==> src/rtl/id_ex_stage_reg_pkg.sv <==
// id_ex_stage_reg_pkg: shared encodings and field widths for the ID/EX pipeline register
package id_ex_stage_reg_pkg;
  localparam int REG_W = 5;
  localparam int ALUOP_W = 4;
  typedef enum logic [1:0] {
    REGDST_RT      = 2'd0,
    REGDST_RD      = 2'd1,
    REGDST_RA      = 2'd2,
    REGDST_ILLEGAL = 2'd3
  } regdst_e;
  typedef enum logic [1:0] {
    MEMTOREG_ALU  = 2'd0,
    MEMTOREG_MEM  = 2'd1,
    MEMTOREG_PC4  = 2'd2,
    MEMTOREG_RSVD = 2'd3
  } memtoreg_e;
  typedef struct packed {
    logic               valid;
    regdst_e            regdst;
    memtoreg_e          memtoreg;
    logic               regwrite;
    logic               memread;
    logic               memwrite;
    logic               alusrc;
    logic [ALUOP_W-1:0] aluop;
    logic [REG_W-1:0]   rs;
    logic [REG_W-1:0]   rt;
    logic [REG_W-1:0]   rd;
  } ctrl_t;
endpackage

==> src/rtl/id_ex_stage_reg_hazard_detect.sv <==
// hazard_detect: combinational load-use detector between the EX load and the ID consumer
// ports: ex_valid_i/ex_mem_read_i/ex_rt_i describe the EX instruction,
//        id_valid_i/id_rs_i/id_rt_i the ID instruction, hazard_o flags a load-use pair
module hazard_detect
  import id_ex_stage_reg_pkg::*;
(
  input  logic             ex_valid_i,
  input  logic             ex_mem_read_i,
  input  logic [REG_W-1:0] ex_rt_i,
  input  logic             id_valid_i,
  input  logic [REG_W-1:0] id_rs_i,
  input  logic [REG_W-1:0] id_rt_i,
  output logic             hazard_o
);
  assign hazard_o = ex_valid_i & ex_mem_read_i & (ex_rt_i != '0) & id_valid_i &
                    ((ex_rt_i == id_rs_i) | (ex_rt_i == id_rt_i));
endmodule

==> src/rtl/id_ex_stage_reg.sv <==
// id_ex_stage_reg: ID/EX pipeline register with load-use bubble, flush, hold and illegal-RegDst trap
// ports: Clk/Reset (sync, active-high); Id* decoded fields in, Ex* registered copies out;
//        Flush kills the ID instruction, ExtStall holds EX; Stall freezes PC and IF/ID;
//        IllegalSticky latches an illegal RegDst; StallCount counts stall cycles, saturating
module id_ex_stage_reg
  import id_ex_stage_reg_pkg::*;
#(
  parameter int DATA_W = 32,
  parameter int CNT_W  = 16
) (
  input  logic               Clk,
  input  logic               Reset,
  input  logic               IdValid,
  input  logic [1:0]         IdRegDst,
  input  logic [1:0]         IdMemToReg,
  input  logic               IdRegWrite,
  input  logic               IdMemRead,
  input  logic               IdMemWrite,
  input  logic               IdALUSrc,
  input  logic [ALUOP_W-1:0] IdALUOp,
  input  logic [REG_W-1:0]   IdRs,
  input  logic [REG_W-1:0]   IdRt,
  input  logic [REG_W-1:0]   IdRd,
  input  logic [DATA_W-1:0]  IdRD1,
  input  logic [DATA_W-1:0]  IdRD2,
  input  logic [DATA_W-1:0]  IdImm,
  input  logic [DATA_W-1:0]  IdPCPlus4,
  input  logic               Flush,
  input  logic               ExtStall,
  output logic               ExValid,
  output logic [1:0]         ExRegDst,
  output logic [1:0]         ExMemToReg,
  output logic               ExRegWrite,
  output logic               ExMemRead,
  output logic               ExMemWrite,
  output logic               ExALUSrc,
  output logic [ALUOP_W-1:0] ExALUOp,
  output logic [REG_W-1:0]   ExRs,
  output logic [REG_W-1:0]   ExRt,
  output logic [REG_W-1:0]   ExRd,
  output logic [DATA_W-1:0]  ExRD1,
  output logic [DATA_W-1:0]  ExRD2,
  output logic [DATA_W-1:0]  ExImm,
  output logic [DATA_W-1:0]  ExPCPlus4,
  output logic               Stall,
  output logic               IllegalSticky,
  output logic [CNT_W-1:0]   StallCount
);
  ctrl_t ctrl_q, ctrl_d, id_ctrl;
  logic [4*DATA_W-1:0] data_q, data_d;
  logic sticky_q, sticky_d;
  logic [CNT_W-1:0] cnt_q, cnt_d;
  logic hazard, hold, illegal, bubble;
  hazard_detect u_hazard (
    .ex_valid_i   (ctrl_q.valid),
    .ex_mem_read_i(ctrl_q.memread),
    .ex_rt_i      (ctrl_q.rt),
    .id_valid_i   (IdValid),
    .id_rs_i      (IdRs),
    .id_rt_i      (IdRt),
    .hazard_o     (hazard)
  );
  assign id_ctrl = '{valid: IdValid, regdst: regdst_e'(IdRegDst), memtoreg: memtoreg_e'(IdMemToReg),
                     regwrite: IdRegWrite, memread: IdMemRead, memwrite: IdMemWrite,
                     alusrc: IdALUSrc, aluop: IdALUOp, rs: IdRs, rt: IdRt, rd: IdRd};
  always_comb begin
    hold     = ~Flush & ExtStall;
    Stall    = hazard & ~Flush & ~ExtStall;
    // an illegal RegDst is only trapped when the instruction would otherwise be loaded
    illegal  = ~Flush & ~ExtStall & ~hazard & IdValid & (IdRegDst == REGDST_ILLEGAL);
    bubble   = Flush | Stall | illegal | ~IdValid;
    ctrl_d   = hold ? ctrl_q : bubble ? '0 : id_ctrl;
    data_d   = hold ? data_q : bubble ? '0 : {IdRD1, IdRD2, IdImm, IdPCPlus4};
    sticky_d = sticky_q | illegal;
    cnt_d    = (Stall & ~&cnt_q) ? cnt_q + CNT_W'(1) : cnt_q;
  end
  always_ff @(posedge Clk) begin
    if (Reset) begin
      ctrl_q   <= '0;
      data_q   <= '0;
      sticky_q <= 1'b0;
      cnt_q    <= '0;
    end else begin
      ctrl_q   <= ctrl_d;
      data_q   <= data_d;
      sticky_q <= sticky_d;
      cnt_q    <= cnt_d;
    end
  end
  assign ExValid       = ctrl_q.valid;
  assign ExRegDst      = ctrl_q.regdst;
  assign ExMemToReg    = ctrl_q.memtoreg;
  assign ExRegWrite    = ctrl_q.regwrite;
  assign ExMemRead     = ctrl_q.memread;
  assign ExMemWrite    = ctrl_q.memwrite;
  assign ExALUSrc      = ctrl_q.alusrc;
  assign ExALUOp       = ctrl_q.aluop;
  assign ExRs          = ctrl_q.rs;
  assign ExRt          = ctrl_q.rt;
  assign ExRd          = ctrl_q.rd;
  assign {ExRD1, ExRD2, ExImm, ExPCPlus4} = data_q;
  assign IllegalSticky = sticky_q;
  assign StallCount    = cnt_q;
endmodule

==> config.mk <==
export PLATFORM = sky130hd
export DESIGN_NAME = id_ex_stage_reg
export DESIGN_NICKNAME = d
export VERILOG_FILES = /design/src/rtl/id_ex_stage_reg_pkg.sv /design/src/rtl/id_ex_stage_reg_hazard_detect.sv /design/src/rtl/id_ex_stage_reg.sv
export SDC_FILE = /design/constraint.sdc
export NUM_CORES = 1
export LEC_CHECK = 0
export CAP_MARGIN = 20
export CORE_AREA = 2 2 131 133
export DETAILED_ROUTE_END_ITERATION = 8
export DIE_AREA = 0 0 133 135
export PLACE_DENSITY = 0.85
export SKIP_CTS_REPAIR_TIMING = 1
export SLEW_MARGIN = 40
export SYNTH_ARGS = -nofsm -noshare
export SYNTH_HDL_FRONTEND = slang
export SYNTH_HIERARCHICAL = 1
export SYNTH_SLANG_ARGS = --single-unit
==> constraint.sdc <==
create_clock -name Clk -period 6.4 [get_ports Clk]
set_clock_uncertainty 0.15 [all_clocks]
set_input_delay 0.64 -clock Clk [delete_from_list [all_inputs] [get_ports Clk]]
set_output_delay 0.64 -clock Clk [all_outputs]
set_load 0.05 [all_outputs]
; ---- After elaboration in Yosys (flattened, before gate mapping)
; Cells that the tools add are included.
[op_classes]
n_bitwise = 21
n_addsub = 1
n_reduce_logical = 3
eq_ne = 3
mux = 2
[ops]
columns = cell, count
row1 = two-way mux 128 bit, 1
row2 = two-way mux 28 bit, 1
row3 = "adder 16 x 1 -> 16 bit, second input constant", 1
row4 = AND reduction 16 bit, 1
row5 = AND 1 bit, 12
row6 = equality test 5 bit, 2
row7 = OR 1 bit, 5
row8 = nonzero test 5 bit, 1
row9 = inverter 1 bit, 4
row10 = "equality test 2 bit, second input constant", 1
row11 = zero test 1 bit, 1
[totals]
register_bits = 173
output_inout_bits = 174
wordCells = 44
inputBits = 160

; ---- Longest topological paths before layout
[depth]
word_depth = 11
ltp_mapped = 10
mapped_depth_nobuf = 9

; ---- Hierarchy
; Netlist, hierarchy kept.
[by_module_without_submodules]
columns = mod, cells_per_inst, area_per_inst_um2, instances, seq_area_each_um2
row1 = id_ex_stage_reg, 622, 5933.2, 1, 3463.3
row2 = hazard_detect, 17, 128.9, 1, 0.0

; ---- Worst setup path before layout
; Ideal clock, no wire load.
[synth_path]
path_type = reg-to-reg
start = register ctrl_q (netlist bit ExRt[2])
end = register cnt_q[13] (netlist: StallCount[13])
path_stages_with_launch = 10
period_less_slack_ps = 3088
path_buffers = 1
setup_time_ps = 71
required_time_ps = 6179
setup_slack_ps = 3312
arrival_time_ps = 2867
path_cell_list = dfxtp_1 xor2_1 nor3_1 nand3_1 a21oi_1 or3b_1 buf_2 or4_4 or4_1 a21oi_1
[synth_between]
elab_chain_cells = 7
word_cells_on_any_way = 10
cone_classes = eq/ne (2) / bitwise (7) / reduce/logical (1)
[synth_rtl]
columns = item, line_no
row1 = from (decl), id_ex_stage_reg.sv:49  ; ctrl_t ctrl_q, ctrl_d, id_ctrl;
row2 = from (signal assigned), id_ex_stage_reg.sv:84  ; ctrl_q <= ctrl_d;
row3 = nonzero test 5 bit, id_ex_stage_reg_hazard_detect.sv:15  ; assign hazard_o = ex_valid_i & ex_mem_read_i & (ex_rt_i != '0) & id_valid_i &
row4 = AND 1 bit (2 in a row), id_ex_stage_reg_hazard_detect.sv:15
row5 = AND 1 bit *, id_ex_stage_reg_hazard_detect.sv:15
row6 = via hazard, id_ex_stage_reg.sv:53  ; logic hazard, hold, illegal, bubble;
row7 = AND 1 bit * (2 in a row), id_ex_stage_reg.sv:68  ; Stall = hazard & ~Flush & ~ExtStall;
row8 = AND 1 bit *, id_ex_stage_reg.sv:75  ; cnt_d = (Stall & ~&cnt_q) ? cnt_q + CNT_W'(1) : cnt_q;
row9 = to (signal assigned), id_ex_stage_reg.sv:87  ; cnt_q <= cnt_d;
row10 = to (decl), id_ex_stage_reg.sv:52  ; logic [CNT_W-1:0] cnt_q, cnt_d;
; Mark *: on every way through the listed nets, which the timed path passes. The rest lies on a longest branch.
; A chain may end at the register's enable or synchronous reset.

; ---- Worst setup path after layout
[layout_path]
start = input IdRs[0]
end = output Stall
[layout_between]
elab_chain_cells = 5
[layout_rtl]
columns = item, line_no
row1 = from (decl), id_ex_stage_reg.sv:21  ; input logic [REG_W-1:0] IdRs,
row2 = equality test 5 bit, id_ex_stage_reg_hazard_detect.sv:16  ; ((ex_rt_i == id_rs_i) | (ex_rt_i == id_rt_i));
row3 = OR 1 bit, id_ex_stage_reg_hazard_detect.sv:16
row4 = AND 1 bit, id_ex_stage_reg_hazard_detect.sv:15
row5 = via hazard, id_ex_stage_reg.sv:53
row6 = AND 1 bit (2 in a row), id_ex_stage_reg.sv:68
row7 = to (decl), id_ex_stage_reg.sv:45  ; output logic Stall,
; The timed path passes the listed nets, and every way through them passes these cells.

==> impl_metrics.yaml <==
outcome:
  status: "completed"
floorplan:
  die_w_um: 133
  initial_utilization_pct: 36.95
  core.rowCount: 47
  ioPinCount: 334
  coreArea_sq_mm: 0.01641
  die_h_um: 135
  die-area_sq_mm: 0.01796
drt:
  drt_iter0_drc: 437
  drtAntennaViolNets: 0
  route.detailed.drc: 0
  via_per_inst: 5.215
  firstDrtPassIters: 5
  wl_per_cell_um: 16.74
  drt-total-wl_um: 19680
  num_vias: 6133
synthesis:
  syn_nets: 800
  synthCells: 639
  ys_seq_area_share_pct: 57.13
  synth_flop_cell: "dfxtp_1"
  synth_async_sr_flop_share_pct: 0
  yosysTopAreaCellShare_pct: 57.13
  syn_area_sq_mm: 0.006062
  synth_top_cell_by_area: "dfxtp_1"
  synth_cell_type_count: 37
  avgSynthCellArea_sq_um: 9.487
  synth_edf_count: 0
  synth_area_leaders: "dfxtp_1 57%, a22oi_1 19%, nor2_1 10%"
  ys_ff_latch: 173
  yosysWarnings: 6
timing:
  rsz0062_at_grt: "no"
  hold_violations: 0
  slew_viol_final: 0
  fin_crit_ns: 4.187
  setup_viol: 0
  relSlewSlack_pct: 44.32
  min_period_over_period_pct: 65.42
  finalSetupTns_ns: 0
  tightest_slew_ns: 0.8352
  fmax_mhz: 238.8
clocking:
  cts_max_level: 4
  cts_made_buffers: 17
  cts_tree: "yes"
  clock_latency_ns: 0.42
  cts.sinks: 173
  cts.path.max_buffers: 2
  path_clk_slew_ns: 0.07
  clockRootBuffer: "clkbuf_16"
global_route:
  grt.overflow.total: 0
  grt_usage_pct: 21.17
  grt_max_degree: 95
  grt_pass1_wl_um: 30580
  grt_pass1_vias: 5890
  antenna_found_initial: 0
setup_path:
  worst_r2r_path_depth: 8
  cp.required_ns: 5.61
  reg2reg_slack_ns: 3.11
  worstSetupEndpointType: "output pin"
  start_kind: "input pin"
  crit_path_end: "Stall"
  critical_path_class: "in -> out"
  cp.arrival_ns: 3.40
  crit_start: "IdRs[0]"
  r2r_start: "ExRt[3]$_SDFFE_PP0N_"
  crit_fanout: 16
  regToRegEndpoint: "data_q[96]$_SDFFE_PP0N_"
power:
  seqPwrFrac_pct: 46.2
  p_int_mw: 1.783
  max-vdd-ir-drop_uv: 184.5
  combPwrFrac_pct: 11.6
  p_switching_mw: 0.6028
  switching_share_pct: 25.27
  leakagePower_nw: 3.560
  power_frac_clock_pct: 42.2
  p_per_area_mw_per_mm2: 235.0
finish:
  syn2layout_area_growth_pct: 67.43
  stdcell_area_sq_mm: 0.01015
  drive_gt1_share_pct: 5.021
  diodes: 0
  layout.nets: 1104
job:
  maxCapViolCount: 0
min_path:
  hp-class: "reg -> reg"
placed_design:
  io_buffers: 333
  place.gp.congestion: 0.8491
  placed_area_sq_mm: 0.009575
  dp_hpwl_um: 13910
## registers in the layout, indices dropped and copies added, names as in the netlist
name	flops
ExRegWrite	1
ExMemWrite	1
StallCount	16
ExRt	5
ExRs	5
ExValid	1
data_q	128
ExALUOp	4
ExRd	5
ExALUSrc	1
ExMemToReg	2
ExMemRead	1
IllegalSticky	1
ExRegDst	2
## cell usage after synthesis, types with 4 or more instances
library cell  count
a21oi_1          13
a22oi_1         154
buf_1             5
clkbuf_1         50
nand4_1           5
xnor2_1           4
xor2_1            6
nand3_1           7
o31ai_1           7
dfxtp_1         173
inv_1             4
or4_1             9
nor2_1          164
## how the worst min path moves through the flow
stage / startpoint / endpoint / slack (ns) / cells after the start
after floorplan: StallCount[6]$_SDFFE_PP0P_ / StallCount[6]$_SDFFE_PP0P_ / 0.56 / 2
after global placement: IllegalSticky$_SDFF_PP0_ / IllegalSticky$_SDFF_PP0_ / 0.30 / 2
after detailed placement: IllegalSticky$_SDFF_PP0_ / IllegalSticky$_SDFF_PP0_ / 0.31 / 2
after CTS: IllegalSticky$_SDFF_PP0_ / IllegalSticky$_SDFF_PP0_ / 0.33 / 2
after global routing: IllegalSticky$_SDFF_PP0_ / IllegalSticky$_SDFF_PP0_ / 0.38 / 2
final: IllegalSticky$_SDFF_PP0_ / IllegalSticky$_SDFF_PP0_ / 0.33 / 2
## routing by layer
metal  GRT usage, %  up-vias  wire length, um
met5              0        -                0
met4          8.841        0              551
met1          25.01     2899             7767
li1               -     2916                -
met3          9.009       43             1857
met2          33.94      275             9505
## metrics by stage
step / util (%) / worst slack, ns / hold slack [ns] / instances / total power [mW]
2_1_floorplan: - / 3.312 / 0.5573 / 639 / 1.248
3_3_place_gp: 58.13 / 2.312 / 0.2987 / 1142 / 1.398
3_5_place_dp: 58.36 / 2.256 / 0.3138 / 1144 / 1.403
4_1_cts: 61.86 / 2.242 / 0.3298 / 1176 / 2.416
5_1_grt: 61.86 / 2.055 / 0.3755 / 1176 / 2.468
6_report: 61.86 / 2.213 / 0.3288 / 1176 / 2.385
## power by group through the flow
stage	registers, mW	clock network [mW]	logic [mW]
after floorplan	1.19	0	0.0621
after global placement	1.13	0	0.271
after detailed placement	1.13	0	0.276
after CTS	1.10	1.04	0.277
after global routing	1.10	1.07	0.292
final	1.10	1.01	0.276
## cell families (layout without fill, tap and decap cells)
| kind of cell | count (synthesis) | count (layout) | synth area share [%] |
|---|---|---|---|
| xor+xnor | 10 | 10 | 1.445 |
| mux | 2 | 2 | 0.3715 |
| flops | 173 | 173 | 57.13 |
| simple gates | 206 | 206 | 14.63 |
| compound gates | 186 | 186 | 22.39 |
| fa+ha+maj | 1 | 1 | 0.2064 |
| buf+inv | 61 | 378 | 3.818 |
## worst max-delay path: stages
cell and delay, ns:
clkdlybuf4s50_1 0.44, xor2_1 0.18, nor3_1 0.18, nand3_1 0.09
a21oi_1 0.21, or3b_1 0.58, inv_1 0.24, clkdlybuf4s50_1 0.83
## layout make-up
type / instances / area [sq um]
multi-input combinational: 405 / 2387
sequential: 173 / 3463
inverter: 4 / 15.01
clock buffer: 19 / 442.9
timing repair buffer: 342 / 3435
clock inverter: 13 / 131.4
tap: 220 / 275.3
fill: 1298 / 6257
## layout by cell type, fill, tap and decap left out, drive strengths merged, types with 7 or more instances in the layout
master         count
o31ai              7
nand3              7
inv                9
nor2             164
a22oi            154
buf               10
clkdlybuf4s50    332
a21oi             13
dfxtp            173
clkbuf            19
or4               10
Power figures use the tool's default switching activity.
